File: config.mk
export PLATFORM = sky130hd
export DESIGN_NAME = divider_seq_flat
export DESIGN_NICKNAME = d
export VERILOG_FILES = /design/src/rtl/divider_pkg.sv /design/src/rtl/divider_seq_if.sv /design/src/rtl/divider_seq_datapath.sv /design/src/rtl/divider_seq.sv /design/src/flat_wrapper.sv
export SDC_FILE = /design/constraint.sdc
export NUM_CORES = 1
export LEC_CHECK = 0
export CAP_MARGIN = 20
export CORE_MARGIN = 4
export CORE_UTILIZATION = 40
export DETAILED_ROUTE_END_ITERATION = 8
export PLACE_DENSITY = 0.65
export SLEW_MARGIN = 25
export SYNTH_ARGS = -nofsm -noshare
export SYNTH_HDL_FRONTEND = slang
export SYNTH_SLANG_ARGS = --single-unit
File: constraint.sdc
create_clock -name clk -period 2.6 [get_ports clk]
set_input_delay 0.65 -clock clk [delete_from_list [all_inputs] [get_ports clk]]
set_output_delay 0.65 -clock clk [all_outputs]
set_load 0.005 [all_outputs]
File: src/rtl/divider_pkg.sv
`default_nettype none
// ============================================================================
// Module      : divider_pkg
// Description : Shared FSM encoding and conditional-negate helpers for the
//               sequential restoring divider.
// Revision    : 1.0 - initial release
// ============================================================================
package divider_pkg;

    localparam int ST_W  = 2;
    // Helpers work on a wide container; callers zero-extend and truncate.
    localparam int MAX_W = 64;

    typedef enum logic [ST_W-1:0] {
        IDLE = 2'b00,
        CALC = 2'b01,
        DONE = 2'b10
    } state_t;

    function automatic logic [MAX_W-1:0] negate(input logic [MAX_W-1:0] v);
        return -v;
    endfunction

    // Absolute value when en is the operand's sign bit; sign fix-up otherwise.
    function automatic logic [MAX_W-1:0] cond_neg(input logic [MAX_W-1:0] v,
                                                   input logic             en);
        return en ? negate(v) : v;
    endfunction

endpackage
`default_nettype wire

File: src/rtl/divider_seq_if.sv
`default_nettype none
// ============================================================================
// Module      : divider_seq_if
// Description : go/done host interface of the sequential divider.
// Revision    : 1.0 - initial release
// ============================================================================
interface divider_seq_if #(
    parameter int WIDTH = 8
);
    import divider_pkg::*;

    logic             go;
    logic             sgn;
    logic [WIDTH-1:0] dividend;
    logic [WIDTH-1:0] divisor;
    logic [WIDTH-1:0] quotient;
    logic [WIDTH-1:0] remainder;
    logic             error;
    logic             busy;
    logic             done;
    logic [ST_W-1:0]  cs;

    modport master (
        output go, sgn, dividend, divisor,
        input  quotient, remainder, error, busy, done, cs
    );

    modport slave (
        input  go, sgn, dividend, divisor,
        output quotient, remainder, error, busy, done, cs
    );

endinterface
`default_nettype wire

File: src/rtl/divider_seq_datapath.sv
`default_nettype none
// ============================================================================
// Module      : div_datapath
// Description : X/R/Y registers, iteration counter, WIDTH+1 bit subtractor and
//               sign fix-up. Signed support built only with
//               DIVIDER_SEQ_SIGNED_EN defined.
// Revision    : 1.0 - initial release
// ============================================================================
module div_datapath
    import divider_pkg::*;
#(
    parameter int WIDTH = 8,
    parameter int CNT_W = $clog2(WIDTH + 1)
) (
    input  logic             clk,
    input  logic             rst,
    input  logic             i_load,
    input  logic             i_calc,
    input  logic             i_sub_en,
    input  logic             i_sgn,
    input  logic [WIDTH-1:0] i_dividend,
    input  logic [WIDTH-1:0] i_divisor,
    output logic             o_div_zero,
    output logic             o_count_zero,
    output logic             o_r_ge_y,
    output logic             o_err,
    output logic [WIDTH-1:0] o_quotient,
    output logic [WIDTH-1:0] o_remainder
);

    logic [WIDTH-1:0] r_x;
    logic [WIDTH-1:0] r_r;
    logic [WIDTH-1:0] r_y;
    logic [CNT_W-1:0] r_count;
    logic             r_div0;

    logic [WIDTH:0]   w_rsh;
    logic [WIDTH:0]   w_t;
    logic [CNT_W-1:0] w_count_nxt;
    logic [WIDTH-1:0] w_x_abs;
    logic [WIDTH-1:0] w_y_abs;
    logic [WIDTH-1:0] w_x_load;
    logic [WIDTH-1:0] w_q_fix;
    logic [WIDTH-1:0] w_r_fix;

`ifdef DIVIDER_SEQ_SIGNED_EN
    logic w_dvd_neg;
    logic w_dvs_neg;
    logic r_neg_q;
    logic r_neg_r;

    assign w_dvd_neg = i_sgn & i_dividend[WIDTH-1];
    assign w_dvs_neg = i_sgn & i_divisor[WIDTH-1];
    // |MIN| = 2^(WIDTH-1) still fits because magnitudes are unsigned.
    assign w_x_abs   = WIDTH'(cond_neg(MAX_W'(i_dividend), w_dvd_neg));
    assign w_y_abs   = WIDTH'(cond_neg(MAX_W'(i_divisor), w_dvs_neg));
    assign w_q_fix   = WIDTH'(cond_neg(MAX_W'(r_x), r_neg_q));
    assign w_r_fix   = WIDTH'(cond_neg(MAX_W'(r_r), r_neg_r));

    always_ff @(posedge clk) begin
        if (rst) begin
            r_neg_q <= 1'b0;
            r_neg_r <= 1'b0;
        end else if (i_load) begin
            r_neg_q <= w_dvd_neg ^ w_dvs_neg;
            r_neg_r <= w_dvd_neg;
        end
    end
`else
    logic w_unused_sgn;

    assign w_unused_sgn = i_sgn;
    assign w_x_abs      = i_dividend;
    assign w_y_abs      = i_divisor;
    assign w_q_fix      = r_x;
    assign w_r_fix      = r_r;
`endif

    assign o_div_zero   = (i_divisor == '0);
    assign w_rsh        = {r_r, r_x[WIDTH-1]};
    assign w_t          = w_rsh - {1'b0, r_y};
    assign o_r_ge_y     = ~w_t[WIDTH];
    assign w_count_nxt  = r_count - CNT_W'(1);
    assign o_count_zero = (w_count_nxt == '0);
    assign o_err        = r_div0;

    // Divide-by-zero keeps the raw dividend in X so it can be returned as-is.
    assign w_x_load     = o_div_zero ? i_dividend : w_x_abs;

    assign o_quotient   = r_div0 ? {WIDTH{1'b1}} : w_q_fix;
    assign o_remainder  = r_div0 ? r_x           : w_r_fix;

    always_ff @(posedge clk) begin
        if (rst) begin
            r_x     <= '0;
            r_r     <= '0;
            r_y     <= '0;
            r_count <= '0;
            r_div0  <= 1'b0;
        end else if (i_load) begin
            r_x     <= w_x_load;
            r_y     <= w_y_abs;
            r_r     <= '0;
            r_count <= CNT_W'(WIDTH);
            r_div0  <= o_div_zero;
        end else if (i_calc) begin
            r_r     <= i_sub_en ? w_t[WIDTH-1:0] : w_rsh[WIDTH-1:0];
            r_x     <= {r_x[WIDTH-2:0], i_sub_en};
            r_count <= w_count_nxt;
        end
    end

endmodule
`default_nettype wire

File: src/rtl/divider_seq.sv
`default_nettype none
// ============================================================================
// Module      : divider_seq
// Description : Sequential restoring divider, one quotient bit per clock,
//               go/done handshake. Signed mode: DIVIDER_SEQ_SIGNED_EN.
// Revision    : 1.0 - initial release
// ============================================================================
module divider_seq
    import divider_pkg::*;
#(
    parameter int WIDTH = 8,
    parameter int CNT_W = $clog2(WIDTH + 1)
) (
    input  logic          clk,
    input  logic          rst,
    divider_seq_if.slave  bus
);

    state_t           r_cs;
    state_t           w_ns;
    logic             w_load;
    logic             w_calc;
    logic             w_commit;
    logic             w_sub_en;
    logic             w_div_zero;
    logic             w_count_zero;
    logic             w_r_ge_y;
    logic             w_err;
    logic [WIDTH-1:0] w_q_fix;
    logic [WIDTH-1:0] w_r_fix;

    logic [WIDTH-1:0] r_quotient;
    logic [WIDTH-1:0] r_remainder;
    logic             r_error;
    logic             r_done;

    div_datapath #(
        .WIDTH (WIDTH),
        .CNT_W (CNT_W)
    ) u_datapath (
        .clk          (clk),
        .rst          (rst),
        .i_load       (w_load),
        .i_calc       (w_calc),
        .i_sub_en     (w_sub_en),
        .i_sgn        (bus.sgn),
        .i_dividend   (bus.dividend),
        .i_divisor    (bus.divisor),
        .o_div_zero   (w_div_zero),
        .o_count_zero (w_count_zero),
        .o_r_ge_y     (w_r_ge_y),
        .o_err        (w_err),
        .o_quotient   (w_q_fix),
        .o_remainder  (w_r_fix)
    );

    always_ff @(posedge clk) begin
        if (rst) begin
            r_cs <= IDLE;
        end else begin
            r_cs <= w_ns;
        end
    end

    always_comb begin
        w_ns     = r_cs;
        w_load   = 1'b0;
        w_calc   = 1'b0;
        w_commit = 1'b0;
        w_sub_en = 1'b0;
        case (r_cs)
            IDLE: begin
                if (bus.go) begin
                    w_load = 1'b1;
                    w_ns   = w_div_zero ? DONE : CALC;
                end
            end
            CALC: begin
                w_calc   = 1'b1;
                w_sub_en = w_r_ge_y;
                if (w_count_zero) begin
                    w_ns = DONE;
                end
            end
            DONE: begin
                w_commit = 1'b1;
                w_ns     = IDLE;
            end
            default: begin
                w_ns = IDLE;
            end
        endcase
    end

    // Results only move on commit, so they stay stable through CALC.
    always_ff @(posedge clk) begin
        if (rst) begin
            r_quotient  <= '0;
            r_remainder <= '0;
            r_error     <= 1'b0;
            r_done      <= 1'b0;
        end else begin
            r_done <= w_commit;
            if (w_commit) begin
                r_quotient  <= w_q_fix;
                r_remainder <= w_r_fix;
                r_error     <= w_err;
            end
        end
    end

    assign bus.quotient  = r_quotient;
    assign bus.remainder = r_remainder;
    assign bus.error     = r_error;
    assign bus.done      = r_done;
    assign bus.busy      = (r_cs == CALC) || (r_cs == DONE);
    assign bus.cs        = r_cs;

endmodule
`default_nettype wire

File: src/flat_wrapper.sv
// flat-port wrapper written by rule: the top's interface ports become plain ports
module divider_seq_flat import divider_pkg::*;
#(
    parameter int WIDTH = 8,
    parameter int CNT_W = $clog2(WIDTH + 1)
)
  (clk, rst, bus_go, bus_sgn, bus_dividend, bus_divisor, bus_quotient, bus_remainder, bus_error, bus_busy, bus_done, bus_cs);
  divider_seq_if #(.WIDTH(WIDTH)) bus_i ();
  input  logic clk;
  input  logic rst;
  input wire logic [$bits(bus_i.go)-1:0] bus_go;
  input wire logic [$bits(bus_i.sgn)-1:0] bus_sgn;
  input wire logic [$bits(bus_i.dividend)-1:0] bus_dividend;
  input wire logic [$bits(bus_i.divisor)-1:0] bus_divisor;
  output wire logic [$bits(bus_i.quotient)-1:0] bus_quotient;
  output wire logic [$bits(bus_i.remainder)-1:0] bus_remainder;
  output wire logic [$bits(bus_i.error)-1:0] bus_error;
  output wire logic [$bits(bus_i.busy)-1:0] bus_busy;
  output wire logic [$bits(bus_i.done)-1:0] bus_done;
  output wire logic [$bits(bus_i.cs)-1:0] bus_cs;
  assign bus_i.go = bus_go;
  assign bus_i.sgn = bus_sgn;
  assign bus_i.dividend = bus_dividend;
  assign bus_i.divisor = bus_divisor;
  assign bus_quotient = bus_i.quotient;
  assign bus_remainder = bus_i.remainder;
  assign bus_error = bus_i.error;
  assign bus_busy = bus_i.busy;
  assign bus_done = bus_i.done;
  assign bus_cs = bus_i.cs;
  divider_seq #(.WIDTH(WIDTH), .CNT_W(CNT_W)) u_core (.clk(clk), .rst(rst), .bus(bus_i));
endmodule
==> impl_metrics.py, run 1 <==
metrics = {
    "logic_synthesis": {
        "synth-edff-count": 0,
        "synth_flop_cell": "sky130_fd_sc_hd__dfxtp_1",
        "synthesis.instances": 281,
        "synthesized_area_fraction_occupied_by_ao_oa_aoi_and_oai_cells_pct": 18.6,
        "netlist.top_cell.by_area": "sky130_fd_sc_hd__dfxtp_1",
        "yosysTopAreaCellShare_pct": 40.5,
        "synth_fp_nets": 315,
        "post_synth_and_or_nand_nor_area_fraction_pct": 15.7,
        "post_synth_mux_area_share_pct": 8.26,
        "synth_most_common_cell": "sky130_fd_sc_hd__dfxtp_1",
        "synthArstFlopShare_pct": 0,
        "arithmetic_cell_share_of_the_synthesized_area_counting_full_adders_half_adders_and_majority_gates_pct": 7.54,
        "synth_commonest_cells": "49 x sky130_fd_sc_hd__dfxtp_1, 41 x sky130_fd_sc_hd__nor2_1, 25 x sky130_fd_sc_hd__nand2_1",
        "synth_seq_cells": 49,
        "post_synth_xor_area_fraction_pct": 3.98,
        "synthesis.yosys.warnings": 0,
        "synth_area_leaders": "sky130_fd_sc_hd__dfxtp_1 40%, sky130_fd_sc_hd__mux2i_1 8.3%, sky130_fd_sc_hd__a211oi_1 7.4%",
        "syn_avg_cell_area_um2": 8.62,
        "yosysSeqAreaShare_pct": 40.5,
        "mappedNetlistArea_mm2": 0.00242,
        "synth.distinct_cells": 36,
        "main_combinational_cell_family_by_area_after_synthesis": "compound AO/OA/AOI/OAI gates",
    },
    "cells_and_area": {
        "antennaDiodeCount": 0,
        "area_growth_pct": 25.8,
        "drive_above_1_share_pct": 7.43,
        "num-nets-final": 356,
    },
    "cts": {
        "clkLatencyLatePin_ns": 0.31,
        "htreeDepth": 2,
        "cts_hold_buf": 0,
        "tritoncts.num_buffers": 5,
        "cts.path.max_buffers": 2,
        "root_buffer": "sky130_fd_sc_hd__clkbuf_8",
        "cts_num_sinks": 49,
        "clk_pin_slew_ns": 0.10,
        "tritoncts": "built",
    },
    "drt": {
        "detailroute.via_count": 2016,
        "route.detailed.wl_per_inst_um": 13.1,
        "drt_iter0_drc": 89,
        "topRoutingLayerUsed": "met4",
        "drc": 0,
        "drt-pass1-iter-count": 4,
        "routed-wl-met2_mm": 2.33,
        "drt-total-wl_mm": 5.21,
        "viasPerCell": 5.07,
        "wirelength_met1_mm": 2.55,
        "met3RoutedLength_um": 252,
        "drt.antenna.violating_nets": 0,
    },
    "setup_path": {
        "path_max_fanout": 4,
        "startpoint_type": "flip-flop",
        "reg2reg_slack_ns": 0.20,
        "cp-startpoint": "u_core.u_datapath.r_x[7]",
        "crit_path_arrival_time_ns": 2.59,
        "worst_setup_path_end_kind": "flip-flop",
        "rr_startpoint": "u_core.u_datapath.r_x[7]",
        "crit_required_ns": 2.80,
        "criticalPathCategory": "reg -> reg",
    },
    "global_route": {
        "global_route.usage.total_pct": 14.9,
        "overflow": 0,
        "initial_antenna_violation_count": 0,
        "pin_count_of_the_biggest_net_entering_global_routing": 33,
        "number_of_global_route_vias_before_repair": 1925,
        "grt_pass1_wl_mm": 8.82,
    },
    "sta": {
        "setup_viol_count_final": 0,
        "clock-skew-final_ns": 0.00855,
        "worstMarginPinSlew_ns": 0.720,
        "min_period_over_period_pct": 92.2,
        "final-hold-violation-count": 0,
        "slew_violations": 0,
        "grt_setup_unrepaired": "no",
        "max_freq_mhz": 417,
        "period_minus_slack_ns": 2.40,
        "maxSlewHeadroom_pct": 51.9,
        "setup_total_negative_slack_ns": 0,
    },
    "floorplan": {
        "num_rows": 28,
        "initial_core_util_pct": 41.2,
        "dieWidth_um": 85.8,
        "floorplan_die_area_mm2": 0.00737,
        "die_y_um": 85.8,
        "io_pins": 41,
        "fp.coreArea_mm2": 0.00589,
    },
    "pwr": {
        "irDropWorstVdd_mv": 0.387,
        "p_per_area_mw_per_mm2": 722,
        "total_leakage_power_nw": 1.11,
        "power.total_w": 0.00220,
    },
    "worst_hold_path": {
        "hold_path_startpoint": "u_core.u_datapath.r_y[6]",
        "hold_path_class": "reg -> reg",
    },
    "placed_design": {
        "place.port_buffers": 39,
        "final_estimated_routing_congestion_in_global_placement": 0.831,
        "dp_hpwl_mm": 3.77,
    },
    "status": {
        "outcome": "finished, final reports clean",
    },
    "run": {
        "drv_cap": 0,
    },
}
worst max-delay path, stage by stage (launching register included):
cell	delay, ns
sky130_fd_sc_hd__dfxtp_1	0.34
sky130_fd_sc_hd__inv_1	0.06
sky130_fd_sc_hd__ha_1	0.22
sky130_fd_sc_hd__fa_2	0.35
sky130_fd_sc_hd__nor2b_1	0.12
sky130_fd_sc_hd__o21ai_1	0.10
sky130_fd_sc_hd__o21ai_2	0.21
sky130_fd_sc_hd__a31oi_4	0.12
sky130_fd_sc_hd__xnor2_2	0.19
sky130_fd_sc_hd__or4_1	0.47
sky130_fd_sc_hd__o311ai_0	0.11
state kept, by name (all words and copies together), names as in the netlist:
signal / count
u_core.u_datapath.r_y: 8
u_core.u_datapath.o_err: 1
u_core.u_datapath.r_r: 8
u_core.bus.done: 1
u_core.u_datapath.r_x: 8
u_core.bus.cs: 2
u_core.bus.remainder: 8
u_core.u_datapath.r_count: 4
u_core.bus.error: 1
u_core.bus.quotient: 8
power by group:
part	internal, W	switching, W	total, W
Sequential	0.000835	0.0000683	0.000904
Clock	0.000289	0.000268	0.000557
Combinational	0.000382	0.000359	0.000741
Total	0.00151	0.000695	0.00220
layout by cell type (no fill, tap or decap), types with 2 or more instances in the layout:
master / n
sky130_fd_sc_hd__nand3_1: 2
sky130_fd_sc_hd__o22ai_1: 3
sky130_fd_sc_hd__xor2_1: 5
sky130_fd_sc_hd__a21oi_1: 19
sky130_fd_sc_hd__o21ai_0: 9
sky130_fd_sc_hd__dfxtp_1: 49
sky130_fd_sc_hd__a31oi_1: 2
sky130_fd_sc_hd__nand2b_1: 4
sky130_fd_sc_hd__nand2_1: 25
sky130_fd_sc_hd__mux2i_1: 20
sky130_fd_sc_hd__buf_4: 10
sky130_fd_sc_hd__xnor2_1: 5
sky130_fd_sc_hd__clkbuf_8: 5
sky130_fd_sc_hd__a211oi_1: 24
sky130_fd_sc_hd__inv_1: 17
sky130_fd_sc_hd__nor2_1: 41
sky130_fd_sc_hd__nand4b_1: 2
sky130_fd_sc_hd__clkdlybuf4s50_1: 39
sky130_fd_sc_hd__nor4_1: 3
sky130_fd_sc_hd__ha_1: 13
sky130_fd_sc_hd__a21o_1: 4
sky130_fd_sc_hd__nor2b_1: 2
sky130_fd_sc_hd__or4_1: 2
per-stage QoR:
step | hold slack [ns] | cells | utilization (%) | setup slack, ns | instance area (um^2)
2_1_floorplan | 0.436 | 281 | - | 0.227 | 2420
3_3_place_gp | 0.444 | 388 | 49.4 | 0.109 | 2910
3_5_place_dp | 0.450 | 388 | 49.4 | 0.0725 | 2910
4_1_cts | 0.463 | 396 | 51.3 | 0.0414 | 3020
5_1_grt | 0.479 | 398 | 51.8 | 0.0255 | 3050
6_report | 0.461 | 398 | 51.8 | 0.203 | 3050
path summary, 6_finish.rpt:
| check | depth (start not counted) | to |
|---|---|---|
| worst max-delay path | 10 | u_core.u_datapath.r_r[0] |
| worst min-delay path | 2 | u_core.u_datapath.r_y[6] |
| worst max register to register | 10 | u_core.u_datapath.r_r[0] |
| worst min register to register | 2 | u_core.u_datapath.r_y[6] |
final cells by class:
class	count	area, um^2
multi-input cells	199	1320
flip-flops and latches	49	981
inverters	17	63.8
well taps	75	93.8
clock buffers	5	68.8
clock inverters	3	43.8
fillers	558	2840
repair buffers	50	477
kinds of logic after synthesis:
| logic type | Yosys count |
|---|---|
| AOI/OAI and AO/OA | 68 |
| xor gates and xnor gates | 11 |
| buffers and inverters | 33 |
| adders and majority gates | 14 |
| muxes | 20 |
| and+or+nand+nor | 86 |
| DFF | 49 |
what timing repair did:
item,CTS,global route
buffers inserted,0,2
endpoints found under the setup margin,0,8
gates resized for setup,0,3
routing by layer:
metal | vias up | global-route usage [%]
met2 | 39 | 23.6
met4 | 0 | 6.33
met3 | 5 | 3.17
met1 | 910 | 19.6
li1 | 1062 | -
met5 | - | 0
Note: power is estimated with default switching activity, not from simulation.
==> run 2: changes to the inputs <==
- CORE_UTILIZATION: 40 -> 47
- PLACE_DENSITY: 0.65 -> 0.75
==> run 2 against run 1 <==
Die area is 14% lower. Register-to-register slack worse by 0.07 ns. Utilization is 11 points higher. Maximum frequency is 2.8% lower. Non-clock buffer count stayed put. Clock skew is 0.0037 ns lower. Largest power group unchanged.
==> impl_metrics.py, run 2 (synthesized netlist as in run 1, its figures left out) <==
metrics = {
    "worst_hold_path": {
        "hold_depth": 2,
        "hold_path_startpoint": "u_core.u_datapath.r_y[6]",
        "timing.hold.worst_endpoint": "u_core.u_datapath.r_y[6]",
        "hold_path_class": "reg -> reg",
    },
    "placed_design": {
        "place.port_buffers": 39,
        "place_worst_setup_slack_ns": 0.0975,
        "postPlaceCellArea_mm2": 0.00290,
        "dp_hpwl_mm": 3.75,
        "final_estimated_routing_congestion_in_global_placement": 0.851,
    },
    "setup_path": {
        "criticalPathCategory": "reg -> reg",
        "worst_path_largest_cell_delay_ns": 0.46,
        "reg2reg_slack_ns": 0.13,
        "startpoint_type": "flip-flop",
        "rr_startpoint": "u_core.u_datapath.r_x[7]",
        "crit_path_arrival_time_ns": 2.68,
        "cpMaxStageDelayCell": "sky130_fd_sc_hd__or4_1",
        "path_buf_inv": 2,
        "ff_to_ff_path_depth": 11,
        "path_max_fanout": 5,
        "crit_top_cell": "sky130_fd_sc_hd__o21ai_2",
        "worstPathCellList": "inv_1 > ha_2 > fa_2 > nor2b_1 > o21ai_2 > o21ai_2 > a31oi_4 > xnor2_1 > buf_4 > or4_1 > o311ai_1",
        "crit_required_ns": 2.82,
        "worst_path_dominant_cell_family": "simple AND/OR/NAND/NOR gates",
        "reg2reg_to": "u_core.u_datapath.r_r[0]",
        "worst_setup_path_end_kind": "flip-flop",
    },
    "cells_and_area": {
        "num-nets-final": 356,
        "layout_common_cells": "48 x sky130_fd_sc_hd__dfxtp_1, 41 x sky130_fd_sc_hd__nor2_1, 39 x sky130_fd_sc_hd__clkdlybuf4s50_1, 25 x sky130_fd_sc_hd__nand2_1, 24 x sky130_fd_sc_hd__a211oi_1",
        "count_of_filler_cells_inserted_in_the_layout": 444,
        "area_growth_pct": 25.3,
        "antennaDiodeCount": 0,
        "final_area_mm2": 0.00303,
        "final_common_cell": "sky130_fd_sc_hd__dfxtp_1",
        "drive_above_1_share_pct": 8.05,
    },
    "global_route": {
        "number_of_global_route_vias_before_repair": 1906,
        "initial_antenna_violation_count": 0,
        "pin_count_of_the_biggest_net_entering_global_routing": 38,
        "grt_pass1_wl_mm": 8.85,
        "global_route.usage.total_pct": 17.5,
        "overflow": 0,
    },
    "drt": {
        "drt.antenna.violating_nets": 0,
        "drt-total-wl_mm": 5.23,
        "drt_iter0_drc": 91,
        "route.detailed.wl_per_inst_um": 13.4,
        "viasPerCell": 5.25,
        "drc": 0,
        "detailroute.via_count": 2048,
        "drt-pass1-iter-count": 4,
    },
    "sta": {
        "final-hold-violation-count": 0,
        "setup_viol_count_final": 0,
        "slew_violations": 0,
        "period_minus_slack_ns": 2.47,
        "max_freq_mhz": 406,
        "clock-skew-final_ns": 0.00482,
        "postLayoutSetupSlackWorst_ns": 0.134,
        "grt_setup_unrepaired": "no",
        "worstMarginPinSlew_ns": 0.754,
        "setup_total_negative_slack_ns": 0,
        "maxSlewHeadroom_pct": 49.7,
        "min_period_over_period_pct": 94.8,
    },
    "floorplan": {
        "die_y_um": 79.8,
        "floorplan_die_area_mm2": 0.00637,
        "num_rows": 25,
        "fp.coreArea_mm2": 0.00485,
        "dieWidth_um": 79.8,
        "io_pins": 41,
        "initial_core_util_pct": 50.0,
    },
    "cts": {
        "tritoncts.num_buffers": 5,
        "clk_pin_slew_ns": 0.09,
        "tritoncts": "built",
        "cts.path.max_buffers": 2,
        "cts_num_sinks": 49,
        "clkLatencyLatePin_ns": 0.30,
        "cts_hold_buf": 0,
        "root_buffer": "sky130_fd_sc_hd__clkbuf_8",
        "htreeDepth": 2,
    },
    "pwr": {
        "switching_portion_of_total_power_pct": 31.5,
        "irDropWorstVdd_mv": 0.318,
        "total_leakage_power_nw": 1.10,
        "share_seq_of_total_power_pct": 41.3,
        "power_frac_comb_pct": 33.7,
        "p_per_area_mw_per_mm2": 721,
        "net-switching-power_w": 0.000689,
        "internal-power_w": 0.00150,
        "portion_of_total_power_attributed_to_the_clock_network_pct": 25.0,
    },
    "status": {
        "outcome": "finished, final reports clean",
    },
    "run": {
        "drv_cap": 0,
    },
}
run 2: how the worst max path moves through the flow:
| stage | depth (start not counted) | slack, ns | startpoint | endpoint |
|---|---|---|---|---|
| floorplan | 11 | 0.23 | u_core.u_datapath.r_x[7] | u_core.u_datapath.r_r[1] |
| CTS | 11 | 0.06 | u_core.u_datapath.r_x[7] | u_core.u_datapath.r_r[0] |
| global placement | 11 | 0.12 | u_core.u_datapath.r_x[7] | u_core.u_datapath.r_r[0] |
| finish | 11 | 0.13 | u_core.u_datapath.r_x[7] | u_core.u_datapath.r_r[0] |
| global route | 11 | 0.003 | u_core.u_datapath.r_x[7] | u_core.u_datapath.r_r[0] |
| detailed placement | 11 | 0.1 | u_core.u_datapath.r_x[7] | u_core.u_datapath.r_r[0] |
run 2: power groups by stage:
stage | Sequential [W] | Combinational [W] | Clock [W]
2_1_floorplan | 0.000908 | 0.000489 | 0
3_3_place_gp | 0.000918 | 0.000695 | 0
6_report | 0.000903 | 0.000737 | 0.000547
4_1_cts | 0.000904 | 0.000715 | 0.000561
5_1_grt | 0.000917 | 0.000821 | 0.000593
3_5_place_dp | 0.000921 | 0.000707 | 0
run 2: tightest hold or removal path, delay by kind of cell, from the launching register on:
kind / cells / cell delay [ns]
flops: 1 / 0.32
compound gates: 1 / 0.05
simple gates: 1 / 0.05
run 2: metal layers:
layer | GRT usage, % | routed length [um]
met5 | 0 | 0
met4 | 5.41 | 54
met3 | 3.72 | 192
met2 | 27.9 | 2490
met1 | 23.8 | 2490
run 2: timing repair:
action / CTS / global route
endpoints found under the setup margin: 0 / 4
resized for setup: 0 / 5
setup buffers: 0 / 2
run 2: cell type report:
cell class	count	area (um^2)	area share, %
Sequential cell	49	982	32.4
Inverter	17	63.8	2.10
Clock buffer	5	68.8	2.27
Tap cell	67	83.8	2.76
Clock inverter	3	43.8	1.44
Multi-Input combinational cell	199	1320	43.5
Timing Repair Buffer	50	473	15.6
run 2: metrics by stage:
step           hold slack [ns]  total power (W)  cells  utilization [%]
6_report                 0.459          0.00219    390             62.6
5_1_grt                  0.475          0.00233    390             62.6
4_1_cts                  0.459          0.00218    388             62.1
3_5_place_dp             0.447          0.00163    380             59.7
3_3_place_gp             0.444          0.00161    380             59.7
2_1_floorplan            0.436          0.00140    281                -
==> run 3: changes to the inputs <==
- CORE_MARGIN: 4 -> not set
- CORE_UTILIZATION: 47 -> 55
- DONT_BUFFER_PORTS: not set -> 1
- PLACE_DENSITY: 0.75 -> 0.73
==> run 3 against run 2 <==
Sequential share of layout area rose by 5.4 points. Count of clock-buffer cells in the layout did not move. Sequential power rose by 1%. Global-route usage rose by 5.9 points. Routed wire length fell by 5.0%. Critical path depth did not move. Clock power fell by 3%. Final area fell by 14%. Sequential cell count did not move. Utilization rose by 0.66 points. Register-to-register slack got worse by 0.04 ns. Critical path type unchanged. Critical endpoint unchanged. Largest power group unchanged.
==> impl_metrics.py, run 3 (synthesized netlist as in run 1, its figures left out) <==
metrics = {
    "placed_design": {
        "dp_cells": 322,
        "postPlaceCellArea_mm2": 0.00247,
        "final_estimated_routing_congestion_in_global_placement": 0.813,
        "dp_hpwl_mm": 3.57,
        "place.port_buffers": 0,
    },
    "cts": {
        "clkLatencyLatePin_ns": 0.30,
        "tritoncts.num_buffers": 5,
        "root_buffer": "sky130_fd_sc_hd__clkbuf_8",
        "tritoncts": "built",
        "htreeDepth": 2,
        "cts_num_sinks": 49,
        "clk_pin_slew_ns": 0.09,
        "cts.path.max_buffers": 2,
    },
    "cells_and_area": {
        "drive_above_1_share_pct": 8.16,
        "area_growth_pct": 7.44,
        "layout_common_cells": "48 x sky130_fd_sc_hd__dfxtp_1, 41 x sky130_fd_sc_hd__nor2_1, 25 x sky130_fd_sc_hd__nand2_1, 24 x sky130_fd_sc_hd__a211oi_1, 20 x sky130_fd_sc_hd__mux2i_1",
        "final_common_cell": "sky130_fd_sc_hd__dfxtp_1",
        "final_area_mm2": 0.00260,
        "fin_util_pct": 63.2,
        "num-nets-final": 316,
        "antennaDiodeCount": 0,
        "post_layout_nonfiller_instances": 332,
        "count_of_filler_cells_inserted_in_the_layout": 358,
    },
    "global_route": {
        "grt_pass1_wl_mm": 8.06,
        "pin_count_of_the_biggest_net_entering_global_routing": 41,
        "global_route.usage.total_pct": 23.5,
        "number_of_global_route_vias_before_repair": 1742,
        "initial_antenna_violation_count": 0,
        "overflow": 0,
    },
    "drt": {
        "drt-pass1-iter-count": 4,
        "drt.antenna.violating_nets": 0,
        "drc": 0,
        "met3RoutedLength_um": 244,
        "drt_iter0_drc": 108,
        "routed-wl-met2_mm": 2.33,
        "route.detailed.wl_per_inst_um": 15.0,
        "viasPerCell": 5.75,
        "detailroute.via_count": 1910,
        "drt-total-wl_mm": 4.97,
        "topRoutingLayerUsed": "met4",
        "wirelength_met1_mm": 2.35,
    },
    "setup_path": {
        "path_max_fanout": 5,
        "worstPathCellList": "inv_1 > ha_2 > fa_2 > nor2b_1 > o21ai_1 > o21ai_2 > a31oi_4 > xnor2_1 > buf_4 > or4_1 > o311ai_0",
        "worst_setup_path_end_kind": "flip-flop",
        "crit_path_arrival_time_ns": 2.71,
        "crit_required_ns": 2.80,
        "worst_path_largest_cell_delay_ns": 0.46,
        "cpMaxStageDelayCell": "sky130_fd_sc_hd__or4_1",
        "criticalPathCategory": "reg -> reg",
        "worst_path_dominant_cell_family": "adder cells",
        "path_buf_inv": 2,
        "startpoint_type": "flip-flop",
    },
    "worst_hold_path": {
        "hold_path_class": "in -> reg",
    },
    "sta": {
        "min_period_over_period_pct": 96.2,
        "max_freq_mhz": 400,
        "worstMarginPinSlew_ns": 0.737,
        "setup_viol_count_final": 0,
        "final-hold-violation-count": 0,
        "maxSlewHeadroom_pct": 50.8,
        "clock-skew-final_ns": 0.00249,
        "slew_violations": 0,
        "period_minus_slack_ns": 2.50,
    },
    "pwr": {
        "irDropWorstVdd_mv": 0.406,
        "total_leakage_power_nw": 0.948,
        "p_per_area_mw_per_mm2": 791,
    },
    "status": {
        "outcome": "finished, final reports clean",
    },
    "floorplan": {
        "fp.coreArea_mm2": 0.00412,
        "die_y_um": 68.4,
        "dieWidth_um": 68.4,
        "io_pins": 41,
        "initial_core_util_pct": 58.9,
        "floorplan_die_area_mm2": 0.00467,
        "num_rows": 23,
    },
    "run": {
        "drv_cap": 0,
    },
}
==> run 3: cell count changes in the layout (fill, tap and decap cells not counted) <==
cell | before | now
sky130_fd_sc_hd__buf_4 | 11 | 10
sky130_fd_sc_hd__clkdlybuf4s50_1 | 39 | 0
sky130_fd_sc_hd__inv_6 | 1 | 0
sky130_fd_sc_hd__o21ai_1 | 0 | 1
sky130_fd_sc_hd__o21ai_2 | 2 | 1
sky130_fd_sc_hd__o311ai_0 | 0 | 1
sky130_fd_sc_hd__o311ai_1 | 1 | 0
==> run 3: stage by stage <==
step	hold WS (ns)	power (W)	setup TNS [ns]	setup WS (ns)
final	0.403	0.00206	0	0.0980
after CTS	0.410	0.00203	0	0.0422
after global routing	0.396	0.00219	-0.0131	-0.0131
after global placement	0.439	0.00149	0	0.108
after detailed placement	0.450	0.00151	0	0.0791
after floorplan	0.436	0.00140	0	0.227
==> run 3: area by class of cell <==
cell class	count	area [um^2]	share of cell area [%]
clock inverter	2	35.0	1.35
sequential	49	982	37.7
multi-input combinational	199	1320	50.5
inverter	17	63.8	2.45
tap	50	62.6	2.40
timing repair buffer	10	75.1	2.88
clock buffer	5	68.8	2.64
==> run 3: repair_timing <==
action                                  CTS  global route
endpoints found under the setup margin    0             6
hold buffers                              0             0
gates resized for setup                   0             3
setup buffers                             0             3
==> run 3: worst paths after layout <==
| check | from | to | slack [ns] | depth (start not counted) |
|---|---|---|---|---|
| setup / recovery | u_core.u_datapath.r_x[7] | u_core.u_datapath.r_r[0] | 0.1 | 11 |
| setup reg to reg | u_core.u_datapath.r_x[7] | u_core.u_datapath.r_r[0] | 0.1 | 11 |
| hold reg to reg | u_core.u_datapath.r_y[4] | u_core.u_datapath.r_y[4] | 0.46 | 2 |
| hold / removal | rst | u_core.bus.remainder[5] | 0.40 | 1 |
==> run 3: power breakdown <==
part | switching (W) | internal, W | leakage, nW | total, W
sequential | 0.0000782 | 0.000836 | 0.401 | 0.000914
combinational | 0.000324 | 0.000291 | 0.493 | 0.000615
clock | 0.000249 | 0.000280 | 0.0540 | 0.000529
==> run 3: routing by layer <==
layer,track usage [%],vias up
met1,30.0,886
met4,5.21,0
met2,38.4,40
met3,7.33,7
met5,0,-
li1,-,977
